## config.mk

```make
export PLATFORM = sky130hd
export DESIGN_NAME = key_sw_conditioner
export DESIGN_NICKNAME = d
export VERILOG_FILES = /design/src/rtl/key_sw_conditioner.sv
export SDC_FILE = /design/constraint.sdc
export NUM_CORES = 1
export LEC_CHECK = 0
export ABC_AREA = 1
export ABC_CLOCK_PERIOD_IN_PS = 11000
export BUFFER_PORTS_ARGS = -buffer_cell sky130_fd_sc_hd__buf_2
export CAP_MARGIN = 20
export CORE_AREA = 8 8 231 233
export DETAILED_ROUTE_END_ITERATION = 16
export DIE_AREA = 0 0 239 241
export PLACE_DENSITY_LB_ADDON = 0.12
export SETUP_SLACK_MARGIN = 0.15
export SLEW_MARGIN = 20
export SYNTH_ARGS = -nofsm -noshare
export SYNTH_HDL_FRONTEND = slang
export SYNTH_SLANG_ARGS = --single-unit
export TNS_END_PERCENT = 10
```

## constraint.sdc

```tcl
create_clock -name clk -period 11 [get_ports clk]
set_input_delay 0.55 -clock clk [delete_from_list [all_inputs] [get_ports clk]]
set_output_delay 0.55 -clock clk [all_outputs]
set_load 0.02 [all_outputs]
```

## src/rtl/key_sw_conditioner.sv

```systemverilog
// Input front end for ctrl_fsm. Synchronises and debounces the raw buttons and switches.
// Each key press becomes one active-low pulse, and keys can optionally auto-repeat while held.
module key_sw_conditioner #(
    parameter int         DB_CYCLES   = 2_000_000,
    parameter int         REPEAT_DLY  = 50_000_000,
    parameter int         REPEAT_PER  = 10_000_000,
    parameter logic [3:0] REPEAT_MASK = 4'b0100
) (
    input  logic       clk,
    input  logic       rst,
    input  logic [3:0] key_raw_n,
    input  logic [5:0] sw_raw,
    output logic [3:0] key_pulse_n,
    output logic [3:0] key_level,
    output logic [5:0] sw_db
);

    localparam int NBITS    = 10;
    localparam int DBW      = $clog2(DB_CYCLES + 1);
    localparam int HOLD_MAX = (REPEAT_DLY > REPEAT_PER) ? REPEAT_DLY : REPEAT_PER;
    localparam int HW       = $clog2(HOLD_MAX + 1);

    localparam logic [DBW-1:0] DB_LAST  = DBW'(DB_CYCLES - 1);
    localparam logic [HW-1:0]  DLY_LAST = HW'(REPEAT_DLY - 1);
    localparam logic [HW-1:0]  PER_LAST = HW'(REPEAT_PER - 1);

    typedef enum logic [1:0] {
        IDLE,
        HELD_WAIT,
        REPEATING
    } rep_state_t;

    logic [NBITS-1:0] raw_in;
    logic [NBITS-1:0] sync1;
    logic [NBITS-1:0] sync2;
    logic [NBITS-1:0] db_level;
    logic [DBW-1:0]   db_cnt [NBITS];

    logic [3:0]  level_d;
    logic [3:0]  rise;
    logic [3:0]  rep_fire;
    rep_state_t  state    [4];
    rep_state_t  state_nx [4];
    logic [HW-1:0] hold_cnt [4];
    logic [HW-1:0] hold_nx  [4];

    // Keys are inverted so every bit is active-high; reset value 0 means "released".
    assign raw_in = {sw_raw, ~key_raw_n};

    always_ff @(posedge clk or posedge rst) begin
        if (rst) begin
            sync1    <= '0;
            sync2    <= '0;
            db_level <= '0;
            for (int i = 0; i < NBITS; i++) begin
                db_cnt[i] <= '0;
            end
        end else begin
            sync1 <= raw_in;
            sync2 <= sync1;
            for (int i = 0; i < NBITS; i++) begin
                if (sync2[i] == db_level[i]) begin
                    db_cnt[i] <= '0;
                end else if (db_cnt[i] == DB_LAST) begin
                    db_level[i] <= sync2[i];
                    db_cnt[i]   <= '0;
                end else begin
                    db_cnt[i] <= db_cnt[i] + DBW'(1);
                end
            end
        end
    end

    assign key_level = db_level[3:0];
    assign sw_db     = db_level[9:4];

    // A dropped level forces IDLE before any repeat can fire, so a release never pulses.
    always_comb begin
        for (int i = 0; i < 4; i++) begin
            rise[i]     = key_level[i] & ~level_d[i];
            rep_fire[i] = 1'b0;
            state_nx[i] = state[i];
            hold_nx[i]  = hold_cnt[i];
            if (!REPEAT_MASK[i] || !key_level[i]) begin
                state_nx[i] = IDLE;
                hold_nx[i]  = '0;
            end else begin
                case (state[i])
                    IDLE: begin
                        if (rise[i]) begin
                            state_nx[i] = HELD_WAIT;
                            hold_nx[i]  = '0;
                        end
                    end
                    HELD_WAIT: begin
                        if (hold_cnt[i] == DLY_LAST) begin
                            rep_fire[i] = 1'b1;
                            state_nx[i] = REPEATING;
                            hold_nx[i]  = '0;
                        end else begin
                            hold_nx[i] = hold_cnt[i] + HW'(1);
                        end
                    end
                    REPEATING: begin
                        if (hold_cnt[i] == PER_LAST) begin
                            rep_fire[i] = 1'b1;
                            hold_nx[i]  = '0;
                        end else begin
                            hold_nx[i] = hold_cnt[i] + HW'(1);
                        end
                    end
                    default: begin
                        state_nx[i] = IDLE;
                        hold_nx[i]  = '0;
                    end
                endcase
            end
        end
    end

    always_ff @(posedge clk or posedge rst) begin
        if (rst) begin
            level_d     <= '0;
            key_pulse_n <= 4'hF;
            for (int i = 0; i < 4; i++) begin
                state[i]    <= IDLE;
                hold_cnt[i] <= '0;
            end
        end else begin
            level_d     <= key_level;
            key_pulse_n <= ~(rise | rep_fire);
            for (int i = 0; i < 4; i++) begin
                state[i]    <= state_nx[i];
                hold_cnt[i] <= hold_nx[i];
            end
        end
    end

endmodule
```

==> results.json <==
{
  "yosysSeqAreaShare_pct": 47.0,
  "drcViolationCount": 0,
  "synth_fp_nets": 1929,
  "cts_setup_buffers": 0,
  "clockPowerShare_pct": 52.2,
  "cts_root_buf": "clkbuf_16",
  "wirelength_um": 33700,
  "holdCritPathClass": "in -> reg",
  "io_buffers": 25,
  "cts.sinks": 276,
  "finalNetCount": 1983,
  "num_io_pins": 26,
  "synth_edf_count": 0,
  "grt_pass1_wl_um": 58700,
  "setup.worst_path.class": "reg -> reg",
  "final_cell_mix": "nand2_1 (372), nor2_1 (295), inv_1 (279), dfrtp_1 (272), nand3_1 (114)",
  "h-tree-depth": 2,
  "yosys.area.top_type": "dfrtp_1",
  "areaGrowthSynthToFinish_pct": 14.6,
  "core_area_um2": 49700,
  "status": "completed",
  "finClkSkew_ns": 0.0123,
  "pwr-share-comb_pct": 2.6,
  "ys_ff_latch": 276,
  "cp_max_fo": 25,
  "arrival_ns": 2.58,
  "hold_viol_final": 0,
  "overflow": 0,
  "min_to": "sync1[7]",
  "powerDensity_nw_per_um2": 136,
  "fillers": 5286,
  "max_freq_mhz": 469,
  "required_ns": 11.44,
  "r2r_slack_ns": 8.87,
  "power_leakage_nw": 7.03,
  "clk_pin_slew_ns": 0.05,
  "hold_buffers": 0,
  "layout_commonest_cell": "nand2_1",
  "max_cap_viol_count": 0,
  "timing.rr.end": "hold_cnt[48]",
  "grt_pass1_vias": 12100,
  "dr.pass1.iters": 5,
  "placed_area_um2": 15700,
  "cts.path.max_buffers": 3,
  "grt_max_degree": 171,
  "antenna_cells": 0,
  "tritoncts": "built",
  "synth.area.top_cells": "dfrtp_1 (46%), nand2_1 (9.5%), nor2_1 (7.5%)",
  "netSwitchingPower_mw": 0.508,
  "fin_crit_sh_pct": 19.4,
  "ir_drop_mv": 0.0885,
  "worst_slew_pin_slew_ns": 0.901,
  "post_cts_resized": 0,
  "insertion_delay_ns": 0.54,
  "p_int_mw": 1.79,
  "drive_above_1_share_pct": 8.62,
  "num_rows": 82,
  "reg2reg_depth": 10,
  "rsz0062_at_grt": "false",
  "grtUsageTotal_pct": 12.0,
  "dr.first_iter.drc_count": 702,
  "finalSetupViolations": 0,
  "crit_path_start_kind": "register",
  "antenna_left": 0,
  "wl_per_cell_um": 12.7,
  "dpl.hpwl_um": 23500,
  "switching_share_pct": 22.1,
  "dieArea_um2": 57600,
  "min_from": "sw_raw[3]",
  "holdPathStages": 1,
  "vias": 12200,
  "dieWidth_um": 239,
  "stdcell_area_um2": 16900,
  "relSlewSlack_pct": 39.5,
  "initial_utilization_pct": 29.6,
  "reg2reg_from": "state[2]",
  "tns_ns": 0,
  "min_period_ns": 2.13,
  "numCtsBuffers": 36,
  "total_power_mw": 2.30,
  "seqPwrFrac_pct": 45.2,
  "grt_antenna_before_repair": 0,
  "worstSetupEndpointType": "register",
  "synth_area_um2": 14700,
  "synthCells": 1902,
  "yosys_warnings": 0,
  "ys.flop_type": "dfrtp_1",
  "synth_area_per_cell_um2": 7.74,
  "ys_types": 42,
  "via_per_inst": 4.60,
  "die_h_um": 241,
  "gp_congestion": 0.844,
  "slew_viol_final": 0,
  "synth.top_cell.area_share_pct": 46.3,
  "synth-async-reset-ratio_pct": 100
}
worst max path at each step:
| stage | startpoint | endpoint | slack, ns |
|---|---|---|---|
| floorplan | rst | db_cnt[0] | 2.85 |
| global placement | rst | db_cnt[69] | 8.77 |
| detailed placement | rst | db_cnt[71] | 8.74 |
| CTS | state[2] | hold_cnt[48] | 8.83 |
| global route | db_cnt[84] | db_cnt[97] | 8.62 |
| finish | state[2] | hold_cnt[48] | 8.87 |
cells in the mapped netlist, types with 2 or more instances:
cell	count
clkbuf_1	4
buf_4	2
nor3b_1	21
o21a_1	6
nor3_2	7
nand2_1	372
o21ai_0	66
xor2_1	35
nor2_4	9
nor3_1	99
or2_2	2
nor3_4	2
a211oi_1	7
nor2_2	17
inv_1	280
buf_2	3
dfrtp_1	272
xnor2_1	22
mux2_2	7
nand3_1	114
a21oi_1	91
nor4_2	2
nand2_2	16
dfstp_2	4
nand3b_1	9
a31oi_1	9
buf_6	2
nand4_1	73
ha_1	15
nand3_2	11
nor4_1	13
nor2_1	295
inv_2	6
flip-flops by register name, indices dropped and copies added (netlist names):
signal / count
hold_cnt: 26
level_d: 4
db_cnt: 210
key_pulse_n: 4
sync2: 10
state: 2
db_level: 10
sync1: 10
power groups by stage:
stage	Sequential [mW]	Clock, mW	Combinational [mW]
global placement	1.06	0	0.0636
global route	1.04	1.30	0.0732
floorplan	1.05	0	0.0451
detailed placement	1.06	0	0.0645
finish	1.04	1.20	0.0609
CTS	1.04	1.26	0.0648
critical path, stage by stage (launching register included):
cell and delay, ns:
dfrtp_1 0.39, inv_1 0.08, ha_1 0.20, nand2_1 0.08, nor2_1 0.05, buf_4 0.21
inv_2 0.37, nand2_1 0.10, inv_1 0.18, nand2_1 0.17, o21ai_0 0.21
cell families (layout without fill, tap and decap cells):
| group | after synthesis | count (layout) | share of synthesized area [%] |
|---|---|---|---|
| AO/OA/AOI/OAI | 185 | 185 | 6.67 |
| XOR/XNOR | 57 | 57 | 3.39 |
| adder cells (fa/ha/maj) | 15 | 15 | 1.28 |
| buffers and inverters | 297 | 378 | 7.75 |
| flip-flops | 276 | 276 | 47.0 |
| multiplexers | 7 | 7 | 0.536 |
| AND/OR/NAND/NOR | 1065 | 1065 | 33.4 |
area by class of cell:
cell class                      instances  area, µm²  share of cell area (%)
Clock inverter                         12        143                   0.846
Multi-Input combinational cell       1329       6660                    39.5
Tap cell                              672        841                    4.98
Timing Repair Buffer                   27        153                   0.905
Inverter                              286       1080                    6.41
Sequential cell                       276       6910                    41.0
Clock buffer                           53       1080                    6.38
metal layers:
metal | wire length (µm) | global-route usage [%]
met4 | 806 | 4.01
met3 | 1010 | 2.03
met1 | 16700 | 16.2
met2 | 15200 | 19.5
met5 | 0 | 0
metrics by stage:
step           utilization, %  hold WS, ns  setup slack, ns  instances
2_1_floorplan               -        0.331             2.85       1902
3_3_place_gp             31.5        0.334             8.77       2590
3_5_place_dp             31.5        0.336             8.74       2590
4_1_cts                  34.0       0.0696             8.83       2655
5_1_grt                  34.0       0.0842             8.62       2655
6_report                 34.0        0.119             8.87       2655
No activity file was read; power rests on OpenSTA's default activity.
